**src/rtl/polar_enc_pkg.sv**
```systemverilog
// Shared definitions for the polar encoder chain.
// Codeword/message widths, serializer state and frame counter width.
package polar_enc_pkg;

    localparam int M_DEF     = 5;
    localparam int LM_DEF    = 2;
    localparam int CNT_W_DEF = 16;

    typedef enum logic {
        IDLE  = 1'b0,
        SHIFT = 1'b1
    } ser_state_e;

endpackage

```
**src/rtl/cw_fifo.sv**
```systemverilog
// DEPTH x W synchronous codeword FIFO with occupancy count.
// Reads are combinational from the head entry; pops and pushes are guarded.
module cw_fifo
    import polar_enc_pkg::*;
#(
    parameter int W     = M_DEF,
    parameter int DEPTH = 2,
    parameter int CB    = $clog2(DEPTH + 1)
) (
    input  logic          clk,
    input  logic          rst_n,
    input  logic [W-1:0]  wr_data,
    input  logic          wr_en,
    input  logic          rd_en,
    output logic [W-1:0]  rd_data,
    output logic [CB-1:0] count,
    output logic          full,
    output logic          empty
);

    localparam int PTR_W = (DEPTH > 1) ? $clog2(DEPTH) : 1;

    logic [W-1:0]     mem [DEPTH];
    logic [PTR_W-1:0] wr_ptr;
    logic [PTR_W-1:0] rd_ptr;
    logic             do_push;
    logic             do_pop;

    assign full    = (count == CB'(DEPTH));
    assign empty   = (count == '0);
    assign do_push = wr_en && !full;
    assign do_pop  = rd_en && !empty;
    assign rd_data = mem[rd_ptr];

    always_ff @(posedge clk) begin
        if (do_push) begin
            mem[wr_ptr] <= wr_data;
        end
    end

    // DEPTH is a power of two, so pointers wrap naturally.
    always_ff @(posedge clk or negedge rst_n) begin
        if (!rst_n) begin
            wr_ptr <= '0;
            rd_ptr <= '0;
            count  <= '0;
        end else begin
            if (do_push) begin
                wr_ptr <= wr_ptr + 1'b1;
            end
            if (do_pop) begin
                rd_ptr <= rd_ptr + 1'b1;
            end
            unique case ({do_push, do_pop})
                2'b10:   count <= count + 1'b1;
                2'b01:   count <= count - 1'b1;
                default: count <= count;
            endcase
        end
    end

endmodule

```
**src/rtl/codeword_serializer.sv**
```systemverilog
// Serializes M-bit codewords onto a one-bit valid/ready stream.
// Queues codewords in a small FIFO and flags first/last bit of each.
module codeword_serializer
    import polar_enc_pkg::*;
#(
    parameter int M         = M_DEF,
    parameter int DEPTH     = 2,
    parameter bit MSB_FIRST = 1'b1,
    parameter int CNT_W     = CNT_W_DEF
) (
    input  logic             clk,
    input  logic             rst,
    input  logic [M-1:0]     cw_in,
    input  logic             cw_valid,
    output logic             cw_ready,
    output logic             bit_out,
    output logic             bit_valid,
    input  logic             bit_ready,
    output logic             bit_sof,
    output logic             bit_eof,
    output logic [CNT_W-1:0] frame_cnt,
    output logic             busy
);

    localparam int IDX_W = $clog2(M);
    localparam int CB    = $clog2(DEPTH + 1);
    localparam logic [IDX_W-1:0] LAST = IDX_W'(M - 1);

    ser_state_e       state;
    logic [M-1:0]     sreg;
    logic [IDX_W-1:0] bit_idx;
    logic [IDX_W-1:0] nxt_idx;
    logic [M-1:0]     head;
    logic [CB-1:0]    count;
    logic             full;
    logic             empty;
    logic             push;
    logic             pop;
    logic             last_xfer;

    function automatic logic pick(
        input logic [M-1:0]     w,
        input logic [IDX_W-1:0] i
    );
        if (MSB_FIRST) begin
            return w[IDX_W'(M - 1 - int'(i))];
        end
        return w[i];
    endfunction

    // cw_ready depends only on the registered count, never on bit_ready.
    assign cw_ready  = !full;
    assign push      = cw_valid && cw_ready;
    assign nxt_idx   = bit_idx + 1'b1;
    assign last_xfer = (state == SHIFT) && bit_ready && (bit_idx == LAST);
    assign pop       = !empty && ((state == IDLE) || last_xfer);
    assign busy      = (state == SHIFT) || (count != '0);

    cw_fifo #(
        .W     (M),
        .DEPTH (DEPTH),
        .CB    (CB)
    ) u_fifo (
        .clk     (clk),
        .rst_n   (rst),
        .wr_data (cw_in),
        .wr_en   (push),
        .rd_en   (pop),
        .rd_data (head),
        .count   (count),
        .full    (full),
        .empty   (empty)
    );

    always_ff @(posedge clk or negedge rst) begin
        if (!rst) begin
            state     <= IDLE;
            sreg      <= '0;
            bit_idx   <= '0;
            bit_out   <= 1'b0;
            bit_valid <= 1'b0;
            bit_sof   <= 1'b0;
            bit_eof   <= 1'b0;
            frame_cnt <= '0;
        end else begin
            unique case (state)
                IDLE: begin
                    if (!empty) begin
                        state     <= SHIFT;
                        sreg      <= head;
                        bit_idx   <= '0;
                        bit_out   <= pick(head, '0);
                        bit_valid <= 1'b1;
                        bit_sof   <= 1'b1;
                        bit_eof   <= 1'b0;
                    end
                end
                SHIFT: begin
                    if (bit_ready) begin
                        if (bit_idx == LAST) begin
                            frame_cnt <= frame_cnt + 1'b1;
                            // Chain straight into the next codeword.
                            if (!empty) begin
                                sreg      <= head;
                                bit_idx   <= '0;
                                bit_out   <= pick(head, '0);
                                bit_sof   <= 1'b1;
                                bit_eof   <= 1'b0;
                            end else begin
                                state     <= IDLE;
                                bit_idx   <= '0;
                                bit_out   <= 1'b0;
                                bit_valid <= 1'b0;
                                bit_sof   <= 1'b0;
                                bit_eof   <= 1'b0;
                            end
                        end else begin
                            bit_idx <= nxt_idx;
                            bit_out <= pick(sreg, nxt_idx);
                            bit_sof <= 1'b0;
                            bit_eof <= (nxt_idx == LAST);
                        end
                    end
                end
                default: state <= IDLE;
            endcase
        end
    end

endmodule

```
**config.mk**
```make
export PLATFORM = sky130hd
export DESIGN_NAME = codeword_serializer
export DESIGN_NICKNAME = d
export VERILOG_FILES = /design/src/rtl/polar_enc_pkg.sv /design/src/rtl/cw_fifo.sv /design/src/rtl/codeword_serializer.sv
export SDC_FILE = /design/constraint.sdc
export NUM_CORES = 1
export LEC_CHECK = 0
export BUFFER_PORTS_ARGS = -buffer_cell sky130_fd_sc_hd__buf_4
export CAP_MARGIN = 20
export CORE_MARGIN = 2
export CORE_UTILIZATION = 55
export CTS_CLUSTER_DIAMETER = 50
export DETAILED_ROUTE_END_ITERATION = 7
export MAX_ROUTING_LAYER = met4
export PLACE_DENSITY = 0.83
export SYNTH_ARGS = -nofsm -noshare
export SYNTH_HDL_FRONTEND = slang
export SYNTH_SLANG_ARGS = --single-unit
```
**constraint.sdc**
```tcl
create_clock -name clk -period 2.35 [get_ports clk]
set_input_delay 0.3525 -clock clk [delete_from_list [all_inputs] [get_ports clk]]
set_output_delay 0.3525 -clock clk [all_outputs]
set_load 0.05 [all_outputs]
```
==> results of run 1 <==
## routing by layer
metal	share of wire	track usage
met1	0.43	0.207
met2	0.50	0.318
met3	0.041	0.0670
met4	0.029	0.0944
met5	0	-
## power breakdown
group | total [mW] | leakage [nW] | switching, mW | internal [mW]
Clock | 0.339 | 0.0282 | 0.223 | 0.116
Combinational | 0.906 | 0.496 | 0.555 | 0.351
Sequential | 1.13 | 0.502 | 0.170 | 0.959
Total | 2.37 | 1.03 | 0.948 | 1.43
## synthesized netlist by cell type
cell / n / share of area
dfrtp_1: 33 / 0.44
xnor2_1: 14 / 0.066
nand2_1: 13 / 0.026
nor2_1: 13 / 0.026
edfxtp_1: 10 / 0.16
nand3_1: 9 / 0.024
a21oi_1: 7 / 0.019
inv_1: 7 / 0.014
mux2i_1: 7 / 0.037
ha_1: 6 / 0.040
xor2_1: 6 / 0.028
o21ai_0: 5 / 0.013
and3_1: 3 / 0.010
nand4_1: 3 / 0.010
a22o_1: 2 / 0.0094
and4_1: 2 / 0.0094
nor3_1: 2 / 0.0054
a21o_1: 1 / 0.0040
a21oi_2: 1 / 0.0047
a22oi_1: 1 / 0.0040
buf_2: 1 / 0.0027
buf_4: 1 / 0.0040
clkbuf_1: 1 / 0.0020
nand2b_1: 1 / 0.0033
nand3b_1: 1 / 0.0040
nand4_4: 1 / 0.011
nor3_2: 1 / 0.0054
nor4_4: 1 / 0.011
or3_1: 1 / 0.0033
## cells in the final DEF, fill, tap and decap left out, types with 2 or more instances in the layout
master,count
xor2_1,6
nand4_1,3
a21oi_1,7
mux2i_1,7
o21ai_0,5
dfrtp_1,33
xnor2_1,14
and3_1,3
a22o_1,2
clkbuf_4,5
edfxtp_1,10
and4_1,2
nor2_1,13
ha_1,6
inv_1,7
buf_4,31
nand3_1,9
nand2_1,13
nor3_1,2
## state kept, by name, indices dropped and copies added (netlist names)
signal	cells
u_fifo.mem	10
bit_sof	1
state	1
frame_cnt	16
bit_eof	1
bit_out	1
u_fifo.wr_ptr	1
sreg	5
u_fifo.rd_ptr	1
u_fifo.count	2
bit_idx	3
bit_valid	1
## cells by family after synthesis
family                   synth area share
AO/OA/AOI/OAI                      0.0542
adder cells (fa/ha/maj)            0.0401
buffers and inverters              0.0227
multiplexers                       0.0375
XOR/XNOR                           0.0936
AND/OR/NAND/NOR                     0.150
flip-flops                          0.602
## worst max-delay path, cell delays in order, from the launching register on
cell and delay (ps):
dfrtp_1 450, ha_1 250, ha_1 300, inv_1 40, ha_1 300, nand3b_1 100
o21ai_0 90, a21oi_1 150, o21ai_0 90
## worst min-delay path by stage
| stage | from | end | cells after the start |
|---|---|---|---|
| 2_1_floorplan | rst | bit_eof$_DFFE_PN0P_ | 0 |
| 3_3_place_gp | rst | frame_cnt[4]$_DFFE_PN0P_ | 1 |
| 3_5_place_dp | rst | frame_cnt[5]$_DFFE_PN0P_ | 1 |
| 4_1_cts | cw_in[3] | u_fifo.mem[1][3]$_DFFE_PP_ | 1 |
| 5_1_grt | cw_in[3] | u_fifo.mem[0][3]$_DFFE_PP_ | 1 |
| 6_report | cw_in[3] | u_fifo.mem[1][3]$_DFFE_PP_ | 1 |
## through the flow
step	hold WS, ps	cells	cell area, sq um	setup slack (ps)	util
final	197	237	2210	465	0.667
after CTS	178	237	2210	489	0.667
after floorplan	56.9	154	1870	483	-
after global placement	308	228	2140	632	0.648
after global routing	159	237	2210	373	0.667
after detailed placement	318	228	2140	497	0.648
## what timing repair did
item	4_1_cts	5_1_grt
hold buffers	1	0
gates resized for setup	0	0
hold endpoints to repair	33	0
## layout make-up
cell class | count | area, sq um
inverters | 7 | 26.3
fillers | 269 | 1100
clock buffers | 6 | 41.3
clock inverters | 2 | 12.5
multi-input cells | 101 | 702
repair buffers | 32 | 243
well taps | 46 | 57.6
flip-flops and latches | 43 | 1130
==> impl_metrics.py, run 1 <==
metrics = {
    "cts": {
        "cts_buffers": 5,
        "worstSkewPairLatency_ps": 330,
        "ctsHtreeMaxLevel": 2,
        "clock_sinks": 43,
        "cts_buffer_depth": 2,
        "tritoncts": "yes",
        "clk_pin_slew_ps": 120,
        "post_cts_buffers": 0,
        "cts_root_buf": "clkbuf_4",
    },
    "job": {
        "cap_violations": 0,
    },
    "floorplanning": {
        "rows": 21,
        "core_area_sq_um": 3310,
        "start_util": 0.565,
        "ios": 31,
        "dieArea_sq_um": 3880,
        "die_h_um": 62.3,
        "die_w_um": 62.3,
    },
    "critical_path": {
        "crit_required_ps": 2570,
        "cp-end-kind": "register",
        "cp-start-kind": "register",
        "rr_worst_depth": 8,
        "crit_type": "reg -> reg",
        "setup.worst_path.start": "bit_idx[0]$_DFFE_PN0P_",
        "rr_startpoint": "bit_idx[0]$_DFFE_PN0P_",
        "worst_r2r_endpoint": "bit_out$_DFFE_PN0P_",
        "arrival_ps": 2110,
        "ff2ff_setup_slack_ps": 470,
        "path_max_fanout": 6,
        "crit_path_end": "bit_out$_DFFE_PN0P_",
    },
    "finish": {
        "drive_above_1_share": 0.220,
        "finalNetCount": 205,
        "diodes": 0,
        "area_growth_pct": 18.1,
    },
    "sta": {
        "finalClockSkew_ps": 4.89,
        "tightest_slew_ps": 628,
        "fin_crit_sh": 0.802,
        "setup_viol": 0,
        "fmax_mhz": 531,
        "slew_headroom": 0.577,
        "fin_setup_tns_ps": 0,
        "rsz0062_at_grt": "no",
        "hold_viol": 0,
        "maxSlewViolCount": 0,
        "period_minus_slack_ps": 1880,
    },
    "synthesis": {
        "yosys_warnings": 0,
        "synth_seq_cells": 43,
        "synth_cells": 154,
        "ys_types": 29,
        "yosysSeqAreaShare": 0.602,
        "netlist_area_sq_um": 1870,
        "synthesis.nets": 169,
        "syn_area_per_cell_sq_um": 12.1,
    },
    "run_status": {
        "outcome": "finished, final reports clean",
    },
    "grt": {
        "grt-ovfl-total": 0,
        "globalRouteTotalUtil": 0.192,
        "grt_max_degree": 34,
        "grt_pass1_wl_um": 5570,
        "antenna_found_initial": 0,
        "grt_pass1_vias": 1242,
    },
    "worst_hold_path": {
        "min_path_type": "in -> reg",
    },
    "pwr": {
        "finalPower_mw": 2.37,
        "p_per_area_nw_per_um2": 1070,
        "static-leakage-power_nw": 1.03,
        "peakVddDrop_uv": 627,
    },
    "placed_design": {
        "place_congestion": 0.850,
        "io_buffers": 30,
        "dp_hpwl_um": 2400,
    },
    "routing": {
        "routedWlPerCell_um": 13.4,
        "drc_errors": 0,
        "drt_first_pass_iters": 4,
        "num_vias": 1234,
        "vias_per_cell": 5.21,
        "wirelength_um": 3180,
        "drtIter0Drc": 67,
        "ant_nets": 0,
    },
}
No activity file was read; power rests on OpenSTA's default activity.
==> run 2, diff against run 1 <==
--- a/config.mk
+++ b/config.mk
@@ -5,6 +5,7 @@
 export SDC_FILE = /design/constraint.sdc
 export NUM_CORES = 1
 export LEC_CHECK = 0
+export ABC_AREA = 1
 export BUFFER_PORTS_ARGS = -buffer_cell sky130_fd_sc_hd__buf_4
 export CAP_MARGIN = 20
 export CORE_MARGIN = 2
==> constraint.sdc (replaced) <==
create_clock -name clk -period 1.8 [get_ports clk]
set_input_delay 0.27 -clock clk [delete_from_list [all_inputs] [get_ports clk]]
set_output_delay 0.27 -clock clk [all_outputs]
set_load 0.05 [all_outputs]
==> run 2 against run 1 <==
Compared with the run above:
- first-iteration DRC count up 19%
- clock power up 75%
- routed wire length up 14%
- largest power group is now combinational logic
- clock skew up 16 ps
- register-to-register slack worse by 400 ps
- clock-buffer cell count up 1
- synthesized area up 7.3%
- sequential power up 31%
- critical endpoint is now busy
==> impl_metrics.py, run 2 <==
metrics = {
    "run_status": {
        "outcome": "finished, final reports clean",
    },
    "floorplanning": {
        "die_h_um": 64.4,
        "dieArea_sq_um": 4150,
        "die_w_um": 64.4,
        "rows": 21,
        "ios": 31,
        "core_area_sq_um": 3420,
        "start_util": 0.588,
    },
    "routing": {
        "routedWlPerCell_um": 11.7,
        "vias_per_cell": 4.86,
        "num_vias": 1497,
        "drtIter0Drc": 80,
        "drt_first_pass_iters": 4,
        "ant_nets": 0,
        "wirelength_um": 3620,
        "drc_errors": 0,
    },
    "critical_path": {
        "critPathTopFamily": "flip-flops",
        "cp-start-kind": "register",
        "path_max_fanout": 3,
        "crit_path_max_incr_delay_ps": 450,
        "crit_required_ps": 1530,
        "critPathSlowestCell": "dfrtp_2",
        "worst_r2r_endpoint": "u_fifo.count[1]$_DFFE_PN0P_",
        "cp_num_buf_inv": 2,
        "setup.worst_path.start": "u_fifo.count[0]$_DFFE_PN0P_",
        "rr_worst_depth": 12,
        "ff2ff_setup_slack_ps": 70,
        "crit_type": "reg -> out",
        "rr_startpoint": "bit_idx[0]$_DFFE_PN0P_",
        "arrival_ps": 1470,
        "cp-end-kind": "primary output",
        "path_cells": "nor2_4 > inv_2 > or2_2 > buf_6",
    },
    "finish": {
        "drive_above_1_share": 0.267,
        "largest_reg_flops": 16,
        "layout_common_cells": "70 x nand2_1, 38 x buf_4, 31 x dfrtp_1",
        "diodes": 0,
        "fin_area_sq_um": 2510,
        "ff_latch_area_sq_um": 1130,
        "fillers": 241,
        "finalNetCount": 276,
        "layout_commonest_cell": "nand2_1",
        "area_growth_pct": 25.2,
        "largestRegisters": "frame_cnt (16), u_fifo.mem (10), sreg (5)",
        "top_register": "frame_cnt",
        "multi_input_area_sq_um": 817,
    },
    "synthesis": {
        "ys_types": 26,
        "synth.most_common_cell": "nand2_1",
        "synth_top_cell_area_share": 0.411,
        "synth_seq_cells": 43,
        "synth_cells": 214,
        "yosysSeqAreaShare": 0.561,
        "yosys.area.top_type": "dfrtp_1",
        "synth_edf_count": 10,
        "syn_area_per_cell_sq_um": 9.38,
        "synthesis.nets": 229,
        "yosys_most_used_dff": "dfrtp_1",
        "synth-async-reset-ratio": 0.767,
        "synth_common_cells": "71 x nand2_1, 33 x dfrtp_1, 29 x inv_1",
        "yosys_warnings": 0,
        "synth_area_leaders": "dfrtp_1 41%, edfxtp_1 15%, nand2_1 13%",
        "netlist_area_sq_um": 2010,
    },
    "sta": {
        "fin_crit_sh": 0.964,
        "setup_slack_ps": 64.4,
        "finalClockSkew_ps": 20.6,
        "fmax_mhz": 576,
        "hold_viol": 0,
        "setup_viol": 0,
        "maxSlewViolCount": 0,
        "fin_setup_tns_ps": 0,
        "period_minus_slack_ps": 1740,
        "tightest_slew_ps": 483,
        "slew_headroom": 0.675,
    },
    "worst_hold_path": {
        "holdPathStages": 1,
        "min_path_type": "in -> reg",
        "min_delay_worst_endpoint": "u_fifo.mem[0][2]$_DFFE_PP_",
        "min_from": "cw_in[2]",
    },
    "pwr": {
        "static-leakage-power_nw": 1.27,
        "combPwrFrac": 0.443,
        "p_switching_mw": 1.55,
        "p_seq_frac": 0.398,
        "clock_power_share": 0.159,
        "swShare": 0.416,
        "finalPower_mw": 3.72,
        "peakVddDrop_uv": 878,
        "p_per_area_nw_per_um2": 1480,
        "p_int_mw": 2.17,
    },
    "cts": {
        "cts_buffers": 5,
        "cts_buffer_depth": 2,
        "ctsHtreeMaxLevel": 2,
        "cts_root_buf": "clkbuf_4",
        "clock_sinks": 43,
        "clk_pin_slew_ps": 140,
        "worstSkewPairLatency_ps": 370,
        "tritoncts": "yes",
    },
    "grt": {
        "grt_pass1_vias": 1477,
        "grt_max_degree": 34,
        "antenna_found_initial": 0,
        "grt-ovfl-total": 0,
        "globalRouteTotalUtil": 0.206,
        "grt_pass1_wl_um": 6290,
    },
    "placed_design": {
        "io_buffers": 30,
        "dp_hpwl_um": 2540,
        "place_congestion": 0.856,
        "dp_slack_ps": 14.2,
        "dpl_cell_area_sq_um": 2340,
    },
    "job": {
        "cap_violations": 0,
    },
}
-- run 2: repair_timing --
item / 4_1_cts / 5_1_grt
hold buffers: 1 / 0
endpoints found under the hold margin: 33 / 0
pin swaps: 0 / 2
resized for setup: 3 / 6
buffers inserted: 3 / 4
endpoints found under the setup margin: 2 / 4
-- run 2: per-stage QoR --
step | hold WS (ps) | cells | utilization
4_1_cts | 77.9 | 304 | 0.720
3_5_place_dp | 241 | 292 | 0.684
2_1_floorplan | -25.6 | 214 | -
5_1_grt | 74.1 | 308 | 0.736
6_report | 85.6 | 308 | 0.736
3_3_place_gp | 238 | 292 | 0.684
-- run 2: worst max-delay path by stage --
| stage | end | slack [ps] | cells past startpoint |
|---|---|---|---|
| detailed placement | bit_out$_DFFE_PN0P_ | 10 | 8 |
| floorplan | u_fifo.count[1]$_DFFE_PN0P_ | 20 | 12 |
| global placement | u_fifo.count[1]$_DFFE_PN0P_ | 100 | 12 |
| finish | busy | 60 | 4 |
| global route | u_fifo.count[1]$_DFFE_PN0P_ | -30 | 12 |
| CTS | busy | 6 | 4 |
-- run 2: cells by family (layout without fill, tap and decap cells) --
kind of cell / Yosys count / after routing / share of synthesized area
AO/OA/AOI/OAI: 11 / 11 / 0.0318
AND/OR/NAND/NOR: 111 / 111 / 0.258
XOR/XNOR: 12 / 12 / 0.0524
flip-flops: 43 / 43 / 0.561
buffers and inverters: 31 / 79 / 0.0592
adder cells (fa/ha/maj): 6 / 6 / 0.0374
-- run 2: cell type report --
type / count / share of cell area
Tap cell: 46 / 0.0229
Inverter: 31 / 0.0483
Sequential cell: 43 / 0.449
Timing Repair Buffer: 40 / 0.122
Clock inverter: 1 / 0.00199
Multi-Input combinational cell: 140 / 0.325
Clock buffer: 7 / 0.0304
-- run 2: per-layer routing --
| layer | wire length (um) | share of wire | track usage | vias up |
|---|---|---|---|---|
| li1 | - | - | - | 765 |
| met3 | 121 | 0.033 | 0.0528 | 7 |
| met4 | 68 | 0.019 | 0.0931 | 0 |
| met5 | 0 | 0 | - | - |
| met2 | 1750 | 0.48 | 0.335 | 20 |
| met1 | 1670 | 0.46 | 0.241 | 705 |
-- run 2: power by group through the flow --
stage	Clock [mW]	Combinational, mW	Sequential (mW)
finish	0.592	1.65	1.48
global route	0.640	1.83	1.52
CTS	0.602	1.57	1.48
detailed placement	0	1.49	1.50
global placement	0	1.43	1.49
floorplan	0	0.809	1.77
==> run 3, diff against run 2 <==
--- a/config.mk
+++ b/config.mk
@@ -13,7 +13,7 @@
 export CTS_CLUSTER_DIAMETER = 50
 export DETAILED_ROUTE_END_ITERATION = 7
 export MAX_ROUTING_LAYER = met4
-export PLACE_DENSITY = 0.83
+export PLACE_DENSITY = 0.75
 export SYNTH_ARGS = -nofsm -noshare
 export SYNTH_HDL_FRONTEND = slang
 export SYNTH_SLANG_ARGS = --single-unit
==> run 3 against run 2 <==
Compared with the run above:
- register-to-register slack hardly changed
- largest cell class unchanged
- critical path depth stayed put
- non-clock buffer count is 1 lower
- critical path type unchanged
- utilization is 0.48 points lower
==> impl_metrics.py, run 3 (synthesis gave the netlist of run 2 again) <==
metrics = {
    "placed_design": {
        "place_congestion": 0.835,
        "dpl_cell_area_sq_um": 2340,
        "dp_hpwl_um": 2550,
        "io_buffers": 30,
        "dp_cells": 292,
    },
    "routing": {
        "num_vias": 1465,
        "drtIter0Drc": 75,
        "ant_nets": 0,
        "wirelength_um": 3480,
        "vias_per_cell": 4.77,
        "drt_first_pass_iters": 4,
        "drc_errors": 0,
        "routedWlPerCell_um": 11.3,
    },
    "finish": {
        "instances_no_fill": 307,
        "diodes": 0,
        "layout_commonest_cell": "nand2_1",
        "fillers": 259,
        "drive_above_1_share": 0.257,
        "largestRegisters": "frame_cnt (16), u_fifo.mem (10), sreg (5)",
        "finalNetCount": 275,
        "area_growth_pct": 24.4,
        "multi_input_area_sq_um": 808,
        "top_register": "frame_cnt",
        "fin_area_sq_um": 2500,
        "ff_latch_area_sq_um": 1130,
        "layout_common_cells": "70 x nand2_1, 37 x buf_4, 33 x dfrtp_1",
        "final_core_util": 0.731,
        "largest_reg_flops": 16,
    },
    "job": {
        "cap_violations": 0,
    },
    "cts": {
        "clk_pin_slew_ps": 120,
        "cts_buffers": 5,
        "worstSkewPairLatency_ps": 360,
        "ctsHtreeMaxLevel": 2,
        "cts_root_buf": "clkbuf_4",
        "tritoncts": "yes",
        "cts_buffer_depth": 2,
        "clock_sinks": 43,
    },
    "critical_path": {
        "crit_path_max_incr_delay_ps": 410,
        "arrival_ps": 1470,
        "path_max_fanout": 3,
        "path_cells": "nor2_2 > inv_2 > or2_2 > buf_4",
        "crit_type": "reg -> out",
        "crit_required_ps": 1530,
        "cp-end-kind": "primary output",
        "critPathSlowestCell": "dfrtp_1",
        "cp-start-kind": "register",
    },
    "grt": {
        "grt_max_degree": 34,
        "grt-ovfl-total": 0,
        "grt_pass1_wl_um": 6070,
        "antenna_found_initial": 0,
        "grt_pass1_vias": 1412,
        "globalRouteTotalUtil": 0.198,
    },
    "floorplanning": {
        "core_area_sq_um": 3420,
        "start_util": 0.588,
        "rows": 21,
        "dieArea_sq_um": 4150,
        "ios": 31,
        "die_h_um": 64.4,
        "die_w_um": 64.4,
    },
    "sta": {
        "slew_headroom": 0.681,
        "fin_crit_sh": 0.964,
        "rsz0062_at_grt": "yes",
        "tightest_slew_ps": 477,
        "hold_viol": 0,
        "setup_viol": 0,
        "maxSlewViolCount": 0,
        "period_minus_slack_ps": 1740,
        "finalClockSkew_ps": 10.8,
        "hold_slack_ps": 89.3,
        "fmax_mhz": 576,
    },
    "worst_hold_path": {
        "min_path_type": "in -> reg",
    },
    "pwr": {
        "p_per_area_nw_per_um2": 1450,
        "finalPower_mw": 3.63,
        "peakVddDrop_uv": 1110,
        "static-leakage-power_nw": 1.27,
    },
    "run_status": {
        "outcome": "finished, final reports clean",
    },
}
## run 3: cell type report
type | instances | share of cell area
Clock buffer | 7 | 0.0306
Clock inverter | 1 | 0.00201
Inverter | 31 | 0.0496
Multi-Input combinational cell | 140 | 0.324
Sequential cell | 43 | 0.451
Tap cell | 46 | 0.0231
Timing Repair Buffer | 39 | 0.120
## run 3: metrics by stage
step	setup slack [ps]	setup TNS, ps
after floorplan	24.2	0
after detailed placement	63.9	0
after CTS	13.4	0
after global routing	-19.8	-35.7
final	64.3	0
after global placement	98.0	0
## run 3: worst max-delay path, delay by kind of cell (launching register included)
kind / cells / cell delay, ps
buf+inv: 2 / 270
simple gates: 2 / 430
flops: 1 / 410
## run 3: worst paths after layout
kind	start	end	slack (ps)	cells past startpoint
setup reg to reg	bit_idx[0]$_DFFE_PN0P_	bit_out$_DFFE_PN0P_	80	8
hold / removal	cw_in[3]	u_fifo.mem[0][3]$_DFFE_PP_	90	1
max in group asynchronous	rst	sreg[2]$_DFFE_PN0P_	1120	2
setup / recovery	u_fifo.count[0]$_DFFE_PN0P_	busy	60	4
hold reg to reg	bit_sof$_DFFE_PN0P_	bit_sof$_DFFE_PN0P_	490	2
min in group asynchronous	rst	bit_sof$_DFFE_PN0P_	370	2
## run 3: timing repair
action | CTS | global route
resized for setup | 1 | 7
hold buffers | 1 | 0
setup buffers | 3 | 3
pin swaps | 1 | 8
endpoints found under the setup margin | 1 | 3
endpoints found under the hold margin | 33 | 0
## run 3: where the power goes
group / total (mW) / switching, mW / internal, mW
sequential: 1.46 / 0.185 / 1.28
clock: 0.578 / 0.305 / 0.273
combinational: 1.59 / 1.01 / 0.578
## run 3: routing by layer
metal  track usage  wire (um)
met1         0.239       1670
met2         0.310       1610
met3        0.0599        141
met4        0.0851         63
met5             -          0
